--- src/rtl/keccak_lane_io_if.sv ---
// rtl/keccak_lane_io_if.sv - host command/lane streams and state-memory port of keccak_lane_io
interface keccak_lane_io_if #(
  parameter int ADDR_WIDTH = 6
);
  logic                  cmd_valid;
  logic [1:0]            cmd;
  logic                  cmd_ready;
  logic                  done;
  logic                  in_valid;
  logic [63:0]           in_data;
  logic                  in_ready;
  logic                  out_valid;
  logic [63:0]           out_data;
  logic                  out_ready;
  logic                  mem_enR;
  logic                  mem_enW;
  logic [ADDR_WIDTH-1:0] mem_addr;
  logic [63:0]           mem_wdata;
  logic [63:0]           mem_rdata;

  modport slave (
    input  cmd_valid, cmd, in_valid, in_data, out_ready, mem_rdata,
    output cmd_ready, done, in_ready, out_valid, out_data,
           mem_enR, mem_enW, mem_addr, mem_wdata
  );

  modport master (
    output cmd_valid, cmd, in_valid, in_data, out_ready, mem_rdata,
    input  cmd_ready, done, in_ready, out_valid, out_data,
           mem_enR, mem_enW, mem_addr, mem_wdata
  );
endinterface

--- src/rtl/keccak_lane_io.sv ---
// rtl/keccak_lane_io.sv - lane-serial clear/absorb/squeeze port in front of the Keccak state memory
module keccak_lane_io #(
  parameter int RATE_LANES = 17,
  parameter int ADDR_WIDTH = 6
) (
  input  logic             clk,
  input  logic             rst,
  keccak_lane_io_if.slave  bus
);

  typedef enum logic [3:0] {
    IDLE, CLR, ABS_WAIT, ABS_RD, ABS_WR, SQZ_RD, SQZ_CAP, SQZ_OUT, DONE
  } state_t;

  localparam logic [4:0] LAST_RATE = 5'(RATE_LANES - 1);
  localparam logic [4:0] LAST_LANE = 5'd24;

  state_t      state;
  state_t      state_next;
  logic [4:0]  idx;
  logic [63:0] lane_reg;
  logic [63:0] out_data_q;

  always_ff @(posedge clk or posedge rst) begin
    if (rst) begin
      state <= IDLE;
    end else begin
      state <= state_next;
    end
  end

  always_comb begin
    state_next = state;
    case (state)
      IDLE: begin
        if (bus.cmd_valid) begin
          case (bus.cmd)
            2'b00:   state_next = CLR;
            2'b01:   state_next = ABS_WAIT;
            2'b10:   state_next = SQZ_RD;
            default: state_next = IDLE;
          endcase
        end
      end
      CLR:      if (idx == LAST_LANE) state_next = DONE;
      ABS_WAIT: if (bus.in_valid) state_next = ABS_RD;
      ABS_RD:   state_next = ABS_WR;
      ABS_WR:   state_next = (idx == LAST_RATE) ? DONE : ABS_WAIT;
      SQZ_RD:   state_next = SQZ_CAP;
      SQZ_CAP:  state_next = SQZ_OUT;
      SQZ_OUT: begin
        if (bus.out_ready) begin
          state_next = (idx == LAST_RATE) ? DONE : SQZ_RD;
        end
      end
      DONE:     state_next = IDLE;
      default:  state_next = IDLE;
    endcase
  end

  // idx saturates at the last lane of each phase so it never leaves 0..24
  always_ff @(posedge clk or posedge rst) begin
    if (rst) begin
      idx        <= '0;
      lane_reg   <= '0;
      out_data_q <= '0;
    end else begin
      case (state)
        IDLE:     if (bus.cmd_valid) idx <= '0;
        CLR:      if (idx != LAST_LANE) idx <= idx + 5'd1;
        ABS_WAIT: if (bus.in_valid) lane_reg <= bus.in_data;
        ABS_WR:   if (idx != LAST_RATE) idx <= idx + 5'd1;
        SQZ_CAP:  out_data_q <= bus.mem_rdata;
        SQZ_OUT:  if (bus.out_ready && idx != LAST_RATE) idx <= idx + 5'd1;
        default:  ;
      endcase
    end
  end

  assign bus.cmd_ready = (state == IDLE);
  assign bus.done      = (state == DONE);
  assign bus.in_ready  = (state == ABS_WAIT);
  assign bus.out_valid = (state == SQZ_OUT);
  assign bus.out_data  = out_data_q;
  assign bus.mem_enR   = (state == ABS_RD) || (state == SQZ_RD);
  assign bus.mem_enW   = (state == CLR) || (state == ABS_WR);
  assign bus.mem_addr  = ADDR_WIDTH'(idx);
  // clear writes zero; only the absorb write carries data
  assign bus.mem_wdata = (state == ABS_WR) ? (lane_reg ^ bus.mem_rdata) : 64'd0;

endmodule
--- src/flat_wrapper.sv ---
// flat-port wrapper written by rule: the top's interface ports become plain ports
module keccak_lane_io_flat 
#(
  parameter int RATE_LANES = 17,
  parameter int ADDR_WIDTH = 6
)
  (clk, rst, bus_cmd_valid, bus_cmd, bus_in_valid, bus_in_data, bus_out_ready, bus_mem_rdata, bus_cmd_ready, bus_done, bus_in_ready, bus_out_valid, bus_out_data, bus_mem_enR, bus_mem_enW, bus_mem_addr, bus_mem_wdata);
  keccak_lane_io_if #(.ADDR_WIDTH(ADDR_WIDTH)) bus_i ();
  input  logic clk;
  input  logic rst;
  input wire logic [$bits(bus_i.cmd_valid)-1:0] bus_cmd_valid;
  input wire logic [$bits(bus_i.cmd)-1:0] bus_cmd;
  input wire logic [$bits(bus_i.in_valid)-1:0] bus_in_valid;
  input wire logic [$bits(bus_i.in_data)-1:0] bus_in_data;
  input wire logic [$bits(bus_i.out_ready)-1:0] bus_out_ready;
  input wire logic [$bits(bus_i.mem_rdata)-1:0] bus_mem_rdata;
  output wire logic [$bits(bus_i.cmd_ready)-1:0] bus_cmd_ready;
  output wire logic [$bits(bus_i.done)-1:0] bus_done;
  output wire logic [$bits(bus_i.in_ready)-1:0] bus_in_ready;
  output wire logic [$bits(bus_i.out_valid)-1:0] bus_out_valid;
  output wire logic [$bits(bus_i.out_data)-1:0] bus_out_data;
  output wire logic [$bits(bus_i.mem_enR)-1:0] bus_mem_enR;
  output wire logic [$bits(bus_i.mem_enW)-1:0] bus_mem_enW;
  output wire logic [$bits(bus_i.mem_addr)-1:0] bus_mem_addr;
  output wire logic [$bits(bus_i.mem_wdata)-1:0] bus_mem_wdata;
  assign bus_i.cmd_valid = bus_cmd_valid;
  assign bus_i.cmd = bus_cmd;
  assign bus_i.in_valid = bus_in_valid;
  assign bus_i.in_data = bus_in_data;
  assign bus_i.out_ready = bus_out_ready;
  assign bus_i.mem_rdata = bus_mem_rdata;
  assign bus_cmd_ready = bus_i.cmd_ready;
  assign bus_done = bus_i.done;
  assign bus_in_ready = bus_i.in_ready;
  assign bus_out_valid = bus_i.out_valid;
  assign bus_out_data = bus_i.out_data;
  assign bus_mem_enR = bus_i.mem_enR;
  assign bus_mem_enW = bus_i.mem_enW;
  assign bus_mem_addr = bus_i.mem_addr;
  assign bus_mem_wdata = bus_i.mem_wdata;
  keccak_lane_io #(.RATE_LANES(RATE_LANES), .ADDR_WIDTH(ADDR_WIDTH)) u_core (.clk(clk), .rst(rst), .bus(bus_i));
endmodule
--- config.mk ---
export PLATFORM = sky130hd
export DESIGN_NAME = keccak_lane_io_flat
export DESIGN_NICKNAME = d
export VERILOG_FILES = /design/src/rtl/keccak_lane_io_if.sv /design/src/rtl/keccak_lane_io.sv /design/src/flat_wrapper.sv
export SDC_FILE = /design/constraint.sdc
export NUM_CORES = 1
export LEC_CHECK = 0
export ABC_AREA = 1
export CORE_ASPECT_RATIO = 2
export CORE_UTILIZATION = 47
export DETAILED_ROUTE_END_ITERATION = 6
export PLACE_DENSITY = 0.87
export SYNTH_ARGS = -nofsm -noshare
export SYNTH_HDL_FRONTEND = slang
export SYNTH_SLANG_ARGS = --single-unit
--- constraint.sdc ---
create_clock -name clk -period 10.5 [get_ports clk]
set_input_delay 3.15 -clock clk [delete_from_list [all_inputs] [get_ports clk]]
set_output_delay 3.15 -clock clk [all_outputs]
set_load 0.01 [all_outputs]
Yosys cells after proc, flatten, opt, wreduce, memory -nomap -nowiden

Index checks and enable logic that the tools add are counted.

Register bits: 137
Input port bits: 135
Output and inout bits: 140
Logic and storage cells: 50

$add $sub $neg: 1
Equality and inequality tests: 21
Mux-type cells: 14
Bitwise operators: 1
Reductions and logical operators: 9

Operator list:

| cell                  | count |
|---|---|
| $mux W64              | 1 |
| $xor A64 B64 Y64      | 1 |
| $pmux W4 S8           | 1 |
| $mux W4               | 6 |
| $mux W5               | 4 |
| $pmux W5 S4           | 1 |
| $eq A4 B3 Y1 const B  | 4 |
| $eq A5 B5 Y1 const B  | 2 |
| $ne A5 B5 Y1 const B  | 2 |
| $pmux W3 S3           | 1 |
| $eq A4 B2 Y1 const B  | 2 |
| $ne A2 B1 Y1 const B  | 4 |
| $ne A2 B2 Y1 const B  | 3 |
| $add A5 B1 Y5 const B | 1 |
| $reduce_and A5 Y1     | 1 |
| $eq A4 B1 Y1 const B  | 1 |
| $eq A4 B4 Y1 const B  | 1 |
| $logic_not A4 Y1      | 1 |
| $reduce_and A4 Y1     | 1 |
| $reduce_bool A4 Y1    | 1 |
| $eq A2 B1 Y1 const B  | 1 |
| $eq A2 B2 Y1 const B  | 1 |
| $logic_not A2 Y1      | 1 |
| $logic_or A1 B1 Y1    | 2 |
| 2 further kinds       | 2 |

Logic depth before layout (Yosys ltp)

Depth in word-level cells: 4
Gate-level depth with buffers: 10
Gate-level depth less buffers: 10

Least setup slack after synthesis

No wires, ideal clock.

Path kind: input to output
Start point: input bus_mem_rdata[0]
End point: output bus_mem_wdata[0]
Data arrival time: 3.416 ns
Data required time: 7.350 ns
Slack: 3.934 ns
Cell stages on the path: 2
Buffers on the path: 0
Cells stage by stage: xnor2_1 nor2_1

Cells in the longest elaborated chain, start to end: 2

Ends and longest elaborated chain:

| what             | line                 | RTL |
|---|---|---|
| start, declared  | flat_wrapper.sv:16   | `input wire logic [$bits(bus_i.mem_rdata)-1:0] bus_mem_rdata;` |
| $xor A64 B64 Y64 | keccak_lane_io.sv:89 | `assign bus.mem_wdata = (state == ABS_WR) ? (lane_reg ^ bus.mem_rdata) : 64'd0;` |
| $mux W64         | keccak_lane_io.sv:89 |  |
| end, declared    | flat_wrapper.sv:25   | `output wire logic [$bits(bus_i.mem_wdata)-1:0] bus_mem_wdata;` |

No other way between the ends.

Worst setup path in the final report

Start point: input bus_mem_rdata[62]
End point: output bus_mem_wdata[62]

Same word-level chain as after synthesis.

==> flow_summary.ini <==
[worst_setup_path]
crit_path_frequent_cell = clkdlybuf4s50_1
cp_max_fo = 2
cp.arrival_ns = 4.43
cpPeakStageDelay_ns = 0.57
crit_family = buffers and inverters
endpoint_kind = output port
slowest_stage = clkdlybuf4s50_1
cp_num_buf_inv = 2
path_cells = clkdlybuf4s50_1 -> xnor2_1 -> nor2_1 -> clkdlybuf4s50_1
path_class = in -> out
setup.worst_path.start_class = input pin
cp.required_ns = 7.35

[floorplan]
initial_utilization_pct = 47.93
dieArea_um2 = 14600
die_x_um = 85.93
die_y_um = 169.9
core_area_um2 = 13810
num_rows = 61
io-pin-count = 275

[cts]
cts_tree = yes
cts_buffer_depth = 2
clock_latency_ns = 0.41
clockRootBuffer = clkbuf_16
cts_setup_buffers = 0
cts-resized-gates = 0
clock-sinks = 137
htree_levels = 4
cts_buffers = 17
cts_hold_repair.buffers = 0
cts.clk_slew.worst_paths_ns = 0.06

[synthesis]
syn_nets = 815
synth_area_um2 = 6621
synth_top_area_share_pct = 51.78
synth_area_leaders = dfrtp_1 52%, nand2_1 10%, mux2_4 8.6%, xnor2_1 8.5%, nand3_1 5.6%
seq_area_frac_synth_pct = 51.78
synthCells = 678
synth_area_per_cell_um2 = 9.766
ys_types = 22
synth-seq-cells = 137
synth_top_area_cell = dfrtp_1
ys_warn_count = 0

[route]
ant_nets = 0
drcViolationCount = 0
first_pass_iters = 4
wl_per_cell_um = 17.43
via_count = 5729
routed_wl_mm = 19.91
drt_iter0_markers = 308
via_per_inst = 5.017

[cells_and_area]
final_cells = 1142
diodes = 0
final_util_pct = 72.89
multiInputGateArea_um2 = 2917
layout.nets = 1077
fillCellCount = 964
area_growth_pct = 52.08
drive_gt1_share_pct = 12.07
layout.area.seq_um2 = 3428

[run]
drv_cap = 0

[power]
p_leak_nw = 4.649
power_w = 0.002748
ir_drop_mv = 0.1908
p_per_area_nw_per_um2 = 272.9

[sta]
fin_crit_ns = 7.582
clock.fmax_mhz = 131.9
finalCritPeriodShare_pct = 72.20
tightest_slew_ns = 1.003
slew_viol_final = 0
setup_ws_ns = 2.919
rsz0062_at_grt = false
tns_ns = 0
finalSetupViolCount = 0
max-slew-margin-rel_pct = 33.12
hold_viol_final = 0
finalClockSkew_ns = 0.007018

[placement]
dp_slack_ns = 2.903
dp_cells = 1110
port_buffers = 273
gp_congestion = 0.8596
dp_hpwl_mm = 13.44

[global_route]
globalRoute.totalOverflow = 0
grt_pass1_vias = 6005
grt_pass1_wl_mm = 30.84
grt_max_degree = 78
grt_usage_pct = 28.04
antenna_found_initial = 0

[outcome]
status = complete, no violations

[worst_hold_path]
hold_path_class = reg -> reg
-- worst register-to-register path, stage by stage, from the launching register on --
cell and delay, ns:
dfrtp_1 0.42, nor2_2 0.25, nand2_1 0.10, inv_2 0.06
buf_4 0.59, nand2_2 0.55, buf_4 0.46, nand2_1 0.14
nand2_1 0.07
-- stage by stage --
stage          area, µm²  hold slack (ns)
3_5_place_dp        9449           0.4801
6_report           10070           0.4924
3_3_place_gp        9449           0.4745
4_1_cts            10070           0.4934
2_1_floorplan       6621           0.4623
5_1_grt            10070           0.5183
-- cells by family (layout without fill, tap and decap cells) --
logic type                 count (synthesis)  count (layout)  share of synthesized area, %
and+or+nand+nor                          343             343                         21.33
DFF                                      137             137                         51.78
xor gates and xnor gates                  65              65                         8.598
muxes                                     64              64                         13.04
buffers and inverters                     60             335                         4.365
AOI/OAI and AO/OA                          6               6                        0.4534
adders and majority gates                  2               2                        0.3779
other                                      1               1                       0.05663
-- power by group --
part / switching (W) / total (W) / internal, W / leakage (nW)
clock: 0.000229 / 0.000632 / 0.000403 / 0.304
combinational: 0.000514 / 0.00116 / 0.000649 / 2.67
sequential: 0.000175 / 0.000952 / 0.000778 / 1.67
total: 0.000918 / 0.00275 / 0.00183 / 4.65
-- synth_stat cells --
library cell,number
mux2_4,38
a21oi_1,5
nor2_1,74
conb_1,1
mux2_2,26
xnor2_1,64
ha_1,2
nand4_1,5
nand3_1,74
dfrtp_1,137
xor2_1,1
buf_4,1
nand2_1,182
o21ai_0,1
nand3b_1,1
nor3_1,1
inv_2,4
buf_6,5
inv_1,20
clkbuf_1,12
nor2_2,6
buf_2,18
-- final cells by class --
type,count,share of cell area (%)
multi-input combinational,481,28.96
inverter,24,0.9443
clock inverter,12,1.727
timing repair buffer,279,27.53
clock buffer,20,4.436
tap,189,2.348
sequential,137,34.05
-- cells in the final DEF (no fill, tap or decap), types with 3 or more instances in the layout --
cell,netlist,layout
a21oi_1,5,5
buf_4,1,6
bufinv_16,0,4
clkbuf_16,0,17
clkdlybuf4s50_1,0,272
clkinv_2,0,4
clkinv_4,0,3
dfrtp_1,137,137
inv_1,20,19
inv_2,4,4
mux2_2,26,26
mux2_4,38,38
nand2_1,182,179
nand3_1,74,74
nand4_1,5,5
nor2_1,74,74
nor2_2,6,6
xnor2_1,64,64
-- final timing paths --
| kind | start | end | slack [ns] | depth (start not counted) |
|---|---|---|---|---|
| max in group asynchronous | rst | u_core.lane_reg[8] | 5.87 | 3 |
| min in group asynchronous | rst | u_core.bus.out_data[20] | 3.18 | 2 |
| max reg2reg | u_core.state[3] | u_core.lane_reg[26] | 7.75 | 8 |
| max | bus_mem_rdata[62] | bus_mem_wdata[62] | 2.92 | 4 |
| min reg2reg | u_core.lane_reg[10] | u_core.lane_reg[10] | 0.49 | 2 |
| min | u_core.lane_reg[10] | u_core.lane_reg[10] | 0.49 | 2 |
-- per-layer routing --
| layer | global-route usage, % | routed length [µm] | share of wire (%) |
|---|---|---|---|
| met3 | 6.062 | 1049 | 5.3 |
| met1 | 30.25 | 7407 | 37 |
| met5 | 0 | 0 | 0 |
| met2 | 49.48 | 10470 | 53 |
| met4 | 16.45 | 976 | 4.9 |
(Power assumes the default switching activity.)
